File: src/rtl/axis_uart_tx_arbiter.sv
// Round-robin packet arbiter that merges NUM_PORTS AXI-Stream byte sources into one UART TX byte stream.
// Define AXIS_UART_TX_ARB_HEADER_EN to prefix every packet with the header byte 8'h80 + grant_id.
module axis_uart_tx_arbiter #(
  parameter int NUM_PORTS = 4
) (
  input  logic                   aclk,
  input  logic                   aresetn,
  input  logic [NUM_PORTS-1:0]   s_tvalid,
  output logic [NUM_PORTS-1:0]   s_tready,
  input  logic [NUM_PORTS*8-1:0] s_tdata,
  input  logic [NUM_PORTS-1:0]   s_tlast,
  output logic                   txbyte_tvalid,
  input  logic                   txbyte_tready,
  output logic [7:0]             txbyte_tdata,
  output logic                   txbyte_tkeep,
  output logic [2:0]             grant_id,
  output logic                   busy
);

`ifdef AXIS_UART_TX_ARB_HEADER_EN
  typedef enum logic [1:0] {ST_IDLE, ST_HEADER, ST_STREAM} state_e;
`else
  typedef enum logic [1:0] {ST_IDLE, ST_STREAM} state_e;
`endif

  state_e     state_q, state_d;
  logic [2:0] grant_q, grant_d;
  logic [2:0] last_grant_q, last_grant_d;
  logic       out_valid_q, out_valid_d;
  logic [7:0] out_data_q, out_data_d;

  logic       out_free;
  logic       streaming;
  logic       beat_fire;
  logic       sel_valid;
  logic       sel_last;
  logic [7:0] sel_data;
  logic       rr_found;
  logic [2:0] rr_pick;
  int         rr_dist;

  // The output register can take a new byte when empty or when its byte leaves this cycle.
  assign out_free  = !out_valid_q || txbyte_tready;
  assign streaming = (state_q == ST_STREAM);
  assign beat_fire = streaming && out_free && sel_valid;

  // NOTE: every variable written in an always_comb gets a default first, so no path can infer a latch.
  always_comb begin
    sel_valid = 1'b0;
    sel_last  = 1'b0;
    sel_data  = '0;
    s_tready  = '0;
    for (int i = 0; i < NUM_PORTS; i++) begin
      if (grant_q == 3'(i)) begin
        sel_valid   = s_tvalid[i];
        sel_last    = s_tlast[i];
        sel_data    = s_tdata[8*i +: 8];
        s_tready[i] = streaming && out_free;
      end
    end
  end

  // Round-robin: distance of port i above last_grant (1..NUM_PORTS); the smallest requesting distance wins.
  always_comb begin
    rr_dist = NUM_PORTS + 1;
    rr_pick = last_grant_q;
    for (int i = 0; i < NUM_PORTS; i++) begin
      if (s_tvalid[i] &&
          ((i + NUM_PORTS - 1 - int'(last_grant_q)) % NUM_PORTS) + 1 < rr_dist) begin
        rr_dist = ((i + NUM_PORTS - 1 - int'(last_grant_q)) % NUM_PORTS) + 1;
        rr_pick = 3'(i);
      end
    end
    rr_found = (rr_dist <= NUM_PORTS);
  end

  always_comb begin
    state_d      = state_q;
    grant_d      = grant_q;
    last_grant_d = last_grant_q;
    out_valid_d  = out_valid_q;
    out_data_d   = out_data_q;

    if (out_valid_q && txbyte_tready) begin
      out_valid_d = 1'b0;
    end

    unique case (state_q)
      ST_IDLE: begin
        if (rr_found) begin
          grant_d      = rr_pick;
          last_grant_d = rr_pick;
`ifdef AXIS_UART_TX_ARB_HEADER_EN
          state_d      = ST_HEADER;
`else
          state_d      = ST_STREAM;
`endif
        end
      end
`ifdef AXIS_UART_TX_ARB_HEADER_EN
      ST_HEADER: begin
        if (out_free) begin
          out_valid_d = 1'b1;
          out_data_d  = 8'h80 + {5'd0, grant_q};
          state_d     = ST_STREAM;
        end
      end
`endif
      ST_STREAM: begin
        if (beat_fire) begin
          out_valid_d = 1'b1;
          out_data_d  = sel_data;
          if (sel_last) begin
            state_d = ST_IDLE;
          end
        end
      end
      default: state_d = ST_IDLE;
    endcase
  end

  // NOTE: sequential state uses non-blocking assignments so every register samples pre-edge values.
  always_ff @(posedge aclk or negedge aresetn) begin
    if (!aresetn) begin
      state_q      <= ST_IDLE;
      grant_q      <= '0;
      last_grant_q <= 3'(NUM_PORTS - 1);
      out_valid_q  <= 1'b0;
      out_data_q   <= '0;
    end else begin
      state_q      <= state_d;
      grant_q      <= grant_d;
      last_grant_q <= last_grant_d;
      out_valid_q  <= out_valid_d;
      out_data_q   <= out_data_d;
    end
  end

  assign txbyte_tvalid = out_valid_q;
  assign txbyte_tdata  = out_data_q;
  assign txbyte_tkeep  = 1'b1;
  assign grant_id      = grant_q;
  assign busy          = (state_q != ST_IDLE);

endmodule

File: config.mk
export PLATFORM = sky130hd
export DESIGN_NAME = axis_uart_tx_arbiter
export DESIGN_NICKNAME = d
export VERILOG_FILES = /design/src/rtl/axis_uart_tx_arbiter.sv
export SDC_FILE = /design/constraint.sdc
export NUM_CORES = 1
export LEC_CHECK = 0
export ABC_AREA = 1
export CORE_ASPECT_RATIO = 0.5
export CORE_MARGIN = 2
export CORE_UTILIZATION = 30
export CTS_CLUSTER_SIZE = 30
export DETAILED_ROUTE_END_ITERATION = 12
export SYNTH_ARGS = -nofsm -noshare
export SYNTH_HDL_FRONTEND = slang
export SYNTH_SLANG_ARGS = --single-unit
File: constraint.sdc
create_clock -name aclk -period 5.6 [get_ports aclk]
set_input_delay 1.12 -clock aclk [delete_from_list [all_inputs] [get_ports aclk]]
set_output_delay 1.12 -clock aclk [all_outputs]
set_load 0.01 [all_outputs]
==> impl_results.md, run 1 <==
* DP Wirelength at 2733 µm
* Core area at around 4000 µm²
* Reg2reg start: last_grant_q[0]$_DFFE_PN1P_
* Hold EP: txbyte_tdata[3]$_DFFE_PN0P_
* Worst r2r dst: grant_id[0]$_DFFE_PN0P_
* Die width at 96.15 µm
* CTS tree: done
* Max Cap Viol at 0
* CP max FO at 8
* Final Hold Fails at 0
* Initial Utilization at 0.3197
* WL final at 3454 µm
* Switching Fraction at 0.4391
* Pint at slightly below 0.5 mW
* Clk buf depth at 2
* R2r setup slk at roughly 2.2 ns
* Min Hold Slack at 0.5075 ns
* Via count at 1340
* Initial antenna violation count at 0
* Status: complete, no violations
* Total gr overflow at 0
* Dominant cell type by count on the critical path: nand2_1
* Relative slew slack at 0.5738
* Switch Pwr at between 0.3 and 0.4 mW
* Via count of the first global-routing pass at approximately 1300
* DR pass1 iterations at 4
* Leak pwr at 0.9250 nW
* Part of the power in registers at 0.243
* Async SR Flop Fraction at 1.000
* Critical path type: in2reg
* Mapped Cells at 173
* Register area share after synthesis at 0.2770
* Power density over cell area at around 440 nW/µm²
* Yosys warning count at 0
* Setup Skew at about 0.0058 ns
* Worst vdd ir at ~140 µV
* Die height at between 50 and 60 µm
* Util after Layout at 0.4928
* Post-synth EDFFs at 0
* Die area at slightly below 5000 µm²
* Clock network power share at 0.099
* Routed len/inst at 11.91 µm
* Synth-to-layout area growth at 54.13%
* Largest net degree at the start of global routing at 19
* Postcts setup bufs at 0
* Antenna diode instance count at 0
* Drt drc at 0
* Cell family with most CP delay: simple AND/OR/NAND/NOR gates
* Sink Count at 14
* Fraction of layout cells with a size suffix above 1 at 0.1144
* Fin crit period at between 3 and 4 ns
* Measured slew at the worst slew-check pin at 0.6370 ns
* Post-synthesis cell type count at 28
* Setup TNS at 0 ns
* Synth area leader: dfrtp_1
* Hold_buf cts at 0
* Tot Pwr at about 0.87 mW
* Clk Latency, worst-skew pair at about 0.25 ns
* Post-synth top area share at 0.2358
* Final ANT Viol Nets at 0
* Nets@finish at just under 300
* Final setup viols at 0
* Most frequent cell after synthesis: nand2_1
* Fmax at about 260 MHz
* Clock root buffer: clkbuf_8
* Site row count at 16
* Post_cts resized at 0
* Inserted Clock Buffers at 3
* Combinational power share at 0.658
* FF-to-FF path depth at 27
* Worst Hold Class: reg2reg
* Post-synth top cells: nand2_1, inv_1, nand3_1
* #FFs+latches synth at 14
* Port bufs at just under 60
* First-pass GRT wire length at approximately 5500 µm
* CTS H-tree depth at 1
* 1st-iter DRT viols at 45
* CP endpoint kind: register
* CTS clk-pin slew, worst paths at 0.06 ns
* Synth top area cells: dfrtp_1, nand2_1, ha_1
* Critical path's slowest cell: clkdlybuf4s50_1
* Worst Path Arrival at around 4 ns
* Period utilization at 0.6929
* All-layer global routing usage at 0.1503
* Min-Delay Path Depth at 1
* CP startpoint kind: input pin
* Worst EP required at around 5.7 ns
* Boundary pin count at between 60 and 70
* Ys flop type: dfrtp_1
* Mapped Area at 1274 µm²
* Final-report max-slew violation count at 0
* Min-Delay Startpoint: txbyte_tdata[3]$_DFFE_PN0P_
* RSZ-0062 raised after global routing: false
* Vias per cell at 4.621
* Routability cong. at approximately 0.85
* Max incr delay on CP at 0.53 ns
* Post-synthesis area per instance at between 7 and 8 µm²
* Bufs and invs on worst path at 1
cell families (layout without fill, tap and decap cells):
logic type	after synthesis	after routing	share of synthesized area
mux	8	8	0.06975
simple gates	98	98	0.3801
fa+ha+maj	10	10	0.09823
other cells	2	8	0.005896
buf+inv	23	80	0.07367
compound gates	17	17	0.08842
xor+xnor	1	1	0.006877
flops	14	14	0.2770
layout make-up:
| class | instances | area [µm²] |
|---|---|---|
| sequential | 14 | 352.8 |
| tap | 54 | 67.56 |
| multi-input combinational | 142 | 849.6 |
| clock buffer | 4 | 45.04 |
| timing repair buffer | 58 | 580.6 |
| inverter | 18 | 67.56 |
| fill | 398 | 2021 |
stage by stage:
| stage | cell area [µm²] | cells | worst slack (ns) |
|---|---|---|---|
| 3_3_place_gp | 1918 | 286 | 1.521 |
| 2_1_floorplan | 1296 | 179 | 2.214 |
| 4_1_cts | 1963 | 290 | 1.698 |
| 3_5_place_dp | 1918 | 286 | 1.446 |
| 5_1_grt | 1963 | 290 | 1.378 |
| 6_report | 1963 | 290 | 1.720 |
power by group through the flow:
stage	sequential [mW]	combinational, mW	clock [mW]
5_1_grt	0.220	0.647	0.0938
4_1_cts	0.211	0.581	0.0890
2_1_floorplan	0.210	0.364	0
6_report	0.211	0.571	0.0857
3_5_place_dp	0.213	0.578	0
3_3_place_gp	0.210	0.577	0
sequential cells by signal (all words and copies together), names as in the netlist:
name	flops
last_grant_q	2
txbyte_tdata	8
txbyte_tvalid	1
grant_id	2
state_q	1
worst register-to-register path: cells and delay by family, from the launching register on:
family          cells  cell delay (ns)
simple gates       18             1.25
buf+inv             2             0.17
fa+ha+maj           3             0.74
flops               1             0.60
compound gates      3             0.31
mux                 1             0.24
worst max path at each step:
stage	end	cells after the start	startpoint
final	grant_id[0]$_DFFE_PN0P_	25	s_tvalid[0]
after global routing	grant_id[0]$_DFFE_PN0P_	24	s_tvalid[0]
after CTS	grant_id[0]$_DFFE_PN0P_	25	s_tvalid[0]
after detailed placement	grant_id[0]$_DFFE_PN0P_	25	s_tvalid[0]
after global placement	state_q[0]$_DFFE_PN0P_	24	s_tvalid[0]
after floorplan	state_q[0]$_DFFE_PN0P_	24	s_tvalid[0]
cells in the final DEF, fill, tap and decap left out, types with 2 or more instances in the layout:
| cell type | count |
|---|---|
| a21oi_1 | 2 |
| clkbuf_8 | 3 |
| clkdlybuf4s50_1 | 58 |
| conb_1 | 8 |
| dfrtp_1 | 12 |
| dfstp_2 | 2 |
| ha_1 | 10 |
| inv_1 | 18 |
| mux2_2 | 7 |
| nand2_1 | 54 |
| nand2_2 | 8 |
| nand2_4 | 3 |
| nand3_1 | 13 |
| nand3_4 | 2 |
| nand4_1 | 9 |
| nor2_1 | 4 |
| nor3_1 | 4 |
| o211ai_1 | 5 |
| o21ai_0 | 4 |
routing by layer:
layer | global-route usage | vias to the layer above | part of all wire
li1 | - | 691 | -
met4 | 0.04048 | 0 | 0
met2 | 0.2558 | 28 | 0.48
met3 | 0.04434 | 0 | 0.049
met5 | 0 | - | 0
met1 | 0.1846 | 621 | 0.47
Note: power is estimated with default switching activity, not from simulation.
==> inputs of run 2 (changes only) <==
- clock period: 5.6 -> 3.83 ns (I/O delays scaled with it)
==> run 2 against run 1 <==
Against the previous run:
- combinational power is 49% higher
- global-route usage shrank 0.19 points
- critical path depth unchanged
- design area is 0.77% higher
- total power grew 48%
- critical path type unchanged
- largest cell class unchanged
- critical endpoint unchanged
- clock-buffer cell count unchanged
==> impl_results.md, run 2 (synthesis results as in run 1) <==
* Most frequent cells in the layout: clkdlybuf4s50_1, nand2_1, inv_1
* CP endpoint kind: register
* DR pass1 iterations at 4
* CP startpoint kind: input pin
* Fin crit period at ~3.6 ns
* Worst r2r dst: grant_id[0]$_DFFE_PN0P_
* Worst Path Arrival at 3.69 ns
* Final-report max-slew violation count at 0
* FF-to-FF path depth at 27
* Clk Latency, worst-skew pair at ~0.25 ns
* DP Wirelength at 2702 µm
* CTS H-tree depth at 1
* Hold_buf cts at 0
* Max Cap Viol at 0
* Met1 WL at between 1500 and 2000 µm
* Boundary pin count at between 60 and 70
* Drt drc at 0
* Fmax at approximately 280 MHz
* Worst Hold Class: reg2reg
* Max reg flops at 8
* Worst vdd ir at approximately 200 µV
* Clk buf depth at 2
* Sink Count at 14
* Initial Utilization at 0.3197
* Fraction of layout cells with a size suffix above 1 at 0.1229
* Core area at about 4000 µm²
* Inserted Clock Buffers at 3
* Most common cell after layout, fill and taps aside: clkdlybuf4s50_1
* Vias per cell at roughly 4.6
* All-layer global routing usage at 0.1484
* Setup Skew at about 0.0061 ns
* Worst EP required at about 4.0 ns
* Routability cong. at 0.8503
* 1st-iter DRT viols at 32
* Hold EP: last_grant_q[1]$_DFFE_PN1P_
* Setup TNS at 0 ns
* Power density over cell area at around 650 nW/µm²
* Port bufs at a little under 60
* Period utilization at 0.9283
* Met2 routed WL at between 1500 and 2000 µm
* Min-Delay Startpoint: last_grant_q[1]$_DFFE_PN1P_
* Min-Delay Path Depth at 2
* Antenna diode instance count at 0
* Measured slew at the worst slew-check pin at around 0.68 ns
* Highest metal used: met4
* Clock root buffer: clkbuf_8
* WL final at roughly 3400 µm
* Tot Pwr at 1.284 mW
* First-pass GRT wire length at approximately 5500 µm
* Nets@finish at 290
* Final setup viols at 0
* Die width at around 96 µm
* Die area at 4815 µm²
* RSZ-0062 raised after global routing: false
* Total gr overflow at 0
* Synth-to-layout area growth at 55.30%
* R2r setup slk at roughly 0.36 ns
* Postcts setup bufs at 0
* Routed len/inst at around 12 µm
* Site row count at 16
* Initial antenna violation count at 0
* Via count of the first global-routing pass at around 1300
* Final ANT Viol Nets at 0
* Metal3 WL at roughly 190 µm
* Reg2reg start: last_grant_q[0]$_DFFE_PN1P_
* Critical path type: in2reg
* Leak pwr at 0.9232 nW
* CTS tree: done
* CP max FO at 8
* CTS clk-pin slew, worst paths at ~0.050 ns
* Via count at 1337
* Relative slew slack at 0.5433
* Final Hold Fails at 0
* Status: complete, no violations
* Die height at approximately 50 µm
* Fillers at around 380
* Largest net degree at the start of global routing at 19
-- run 2: stage by stage --
stage               instance area, µm²    util  cells  worst slack, ns  hold slack, ns
CTS                               1963  0.4928    290           0.2969          0.5042
floorplan                         1296       -    179           0.6631          0.4704
detailed placement                1918  0.4815    286          0.05562          0.4963
global route                      1978  0.4965    290         0.003870          0.5133
finish                            1978  0.4965    290           0.2747          0.5049
global placement                  1918  0.4815    286           0.1052          0.4918
-- run 2: layout make-up --
| cell class | count | area [µm²] | share of cell area |
|---|---|---|---|
| multi-input cells | 142 | 864.6 | 0.4371 |
| repair buffers | 58 | 580.6 | 0.2935 |
| flip-flops and latches | 14 | 352.8 | 0.1784 |
| inverters | 18 | 67.56 | 0.03416 |
| well taps | 54 | 67.56 | 0.03416 |
| clock buffers | 4 | 45.04 | 0.02277 |
-- run 2: worst max-delay path by stage --
stage,from,cells past startpoint,slack (ns),end
4_1_cts,s_tvalid[0],25,0.30,grant_id[0]$_DFFE_PN0P_
3_3_place_gp,s_tvalid[0],24,0.11,state_q[0]$_DFFE_PN0P_
2_1_floorplan,last_grant_q[0]$_DFFE_PN1P_,27,0.66,state_q[0]$_DFFE_PN0P_
6_report,s_tvalid[0],25,0.27,grant_id[0]$_DFFE_PN0P_
5_1_grt,s_tvalid[0],24,0.004,grant_id[0]$_DFFE_PN0P_
3_5_place_dp,s_tvalid[0],25,0.06,grant_id[0]$_DFFE_PN0P_
-- run 2: metal layers --
layer,GRT usage,vias up
met3,0.04434,4
met4,0.05476,0
met2,0.2512,32
met1,0.1773,610
li1,-,691
met5,0,-
-- run 2: worst max-delay path: stages --
cell and delay, ns:
clkdlybuf4s50_1 0.53, nand2_2 0.10, nand2_1 0.08, nand2_2 0.06
nand2_4 0.10, mux2i_4 0.24, ha_1 0.24, a21boi_1 0.12
nand2_1 0.07, nand2_1 0.05, nand2_2 0.08, nand2_4 0.07
o211ai_1 0.09, o21ai_1 0.10, ha_1 0.27, nand2_1 0.07
nand2_1 0.04, nand2_1 0.05, nand2_1 0.05, nand2_2 0.09
nand2_2 0.08, nand2_4 0.09, nand3_4 0.09, nand2_1 0.07
nand2_1 0.06
-- run 2: what timing repair did --
action | CTS | global route
endpoints found under the hold margin | 0 | 0
setup endpoints to repair | 0 | 3
resized for setup | 0 | 3
-- run 2: power breakdown --
group / total, mW / leakage, nW / switching (mW) / internal (mW)
Sequential: 0.308 / 0.165 / 0.0795 / 0.228
Combinational: 0.849 / 0.735 / 0.432 / 0.417
Clock: 0.127 / 0.0228 / 0.0538 / 0.0737
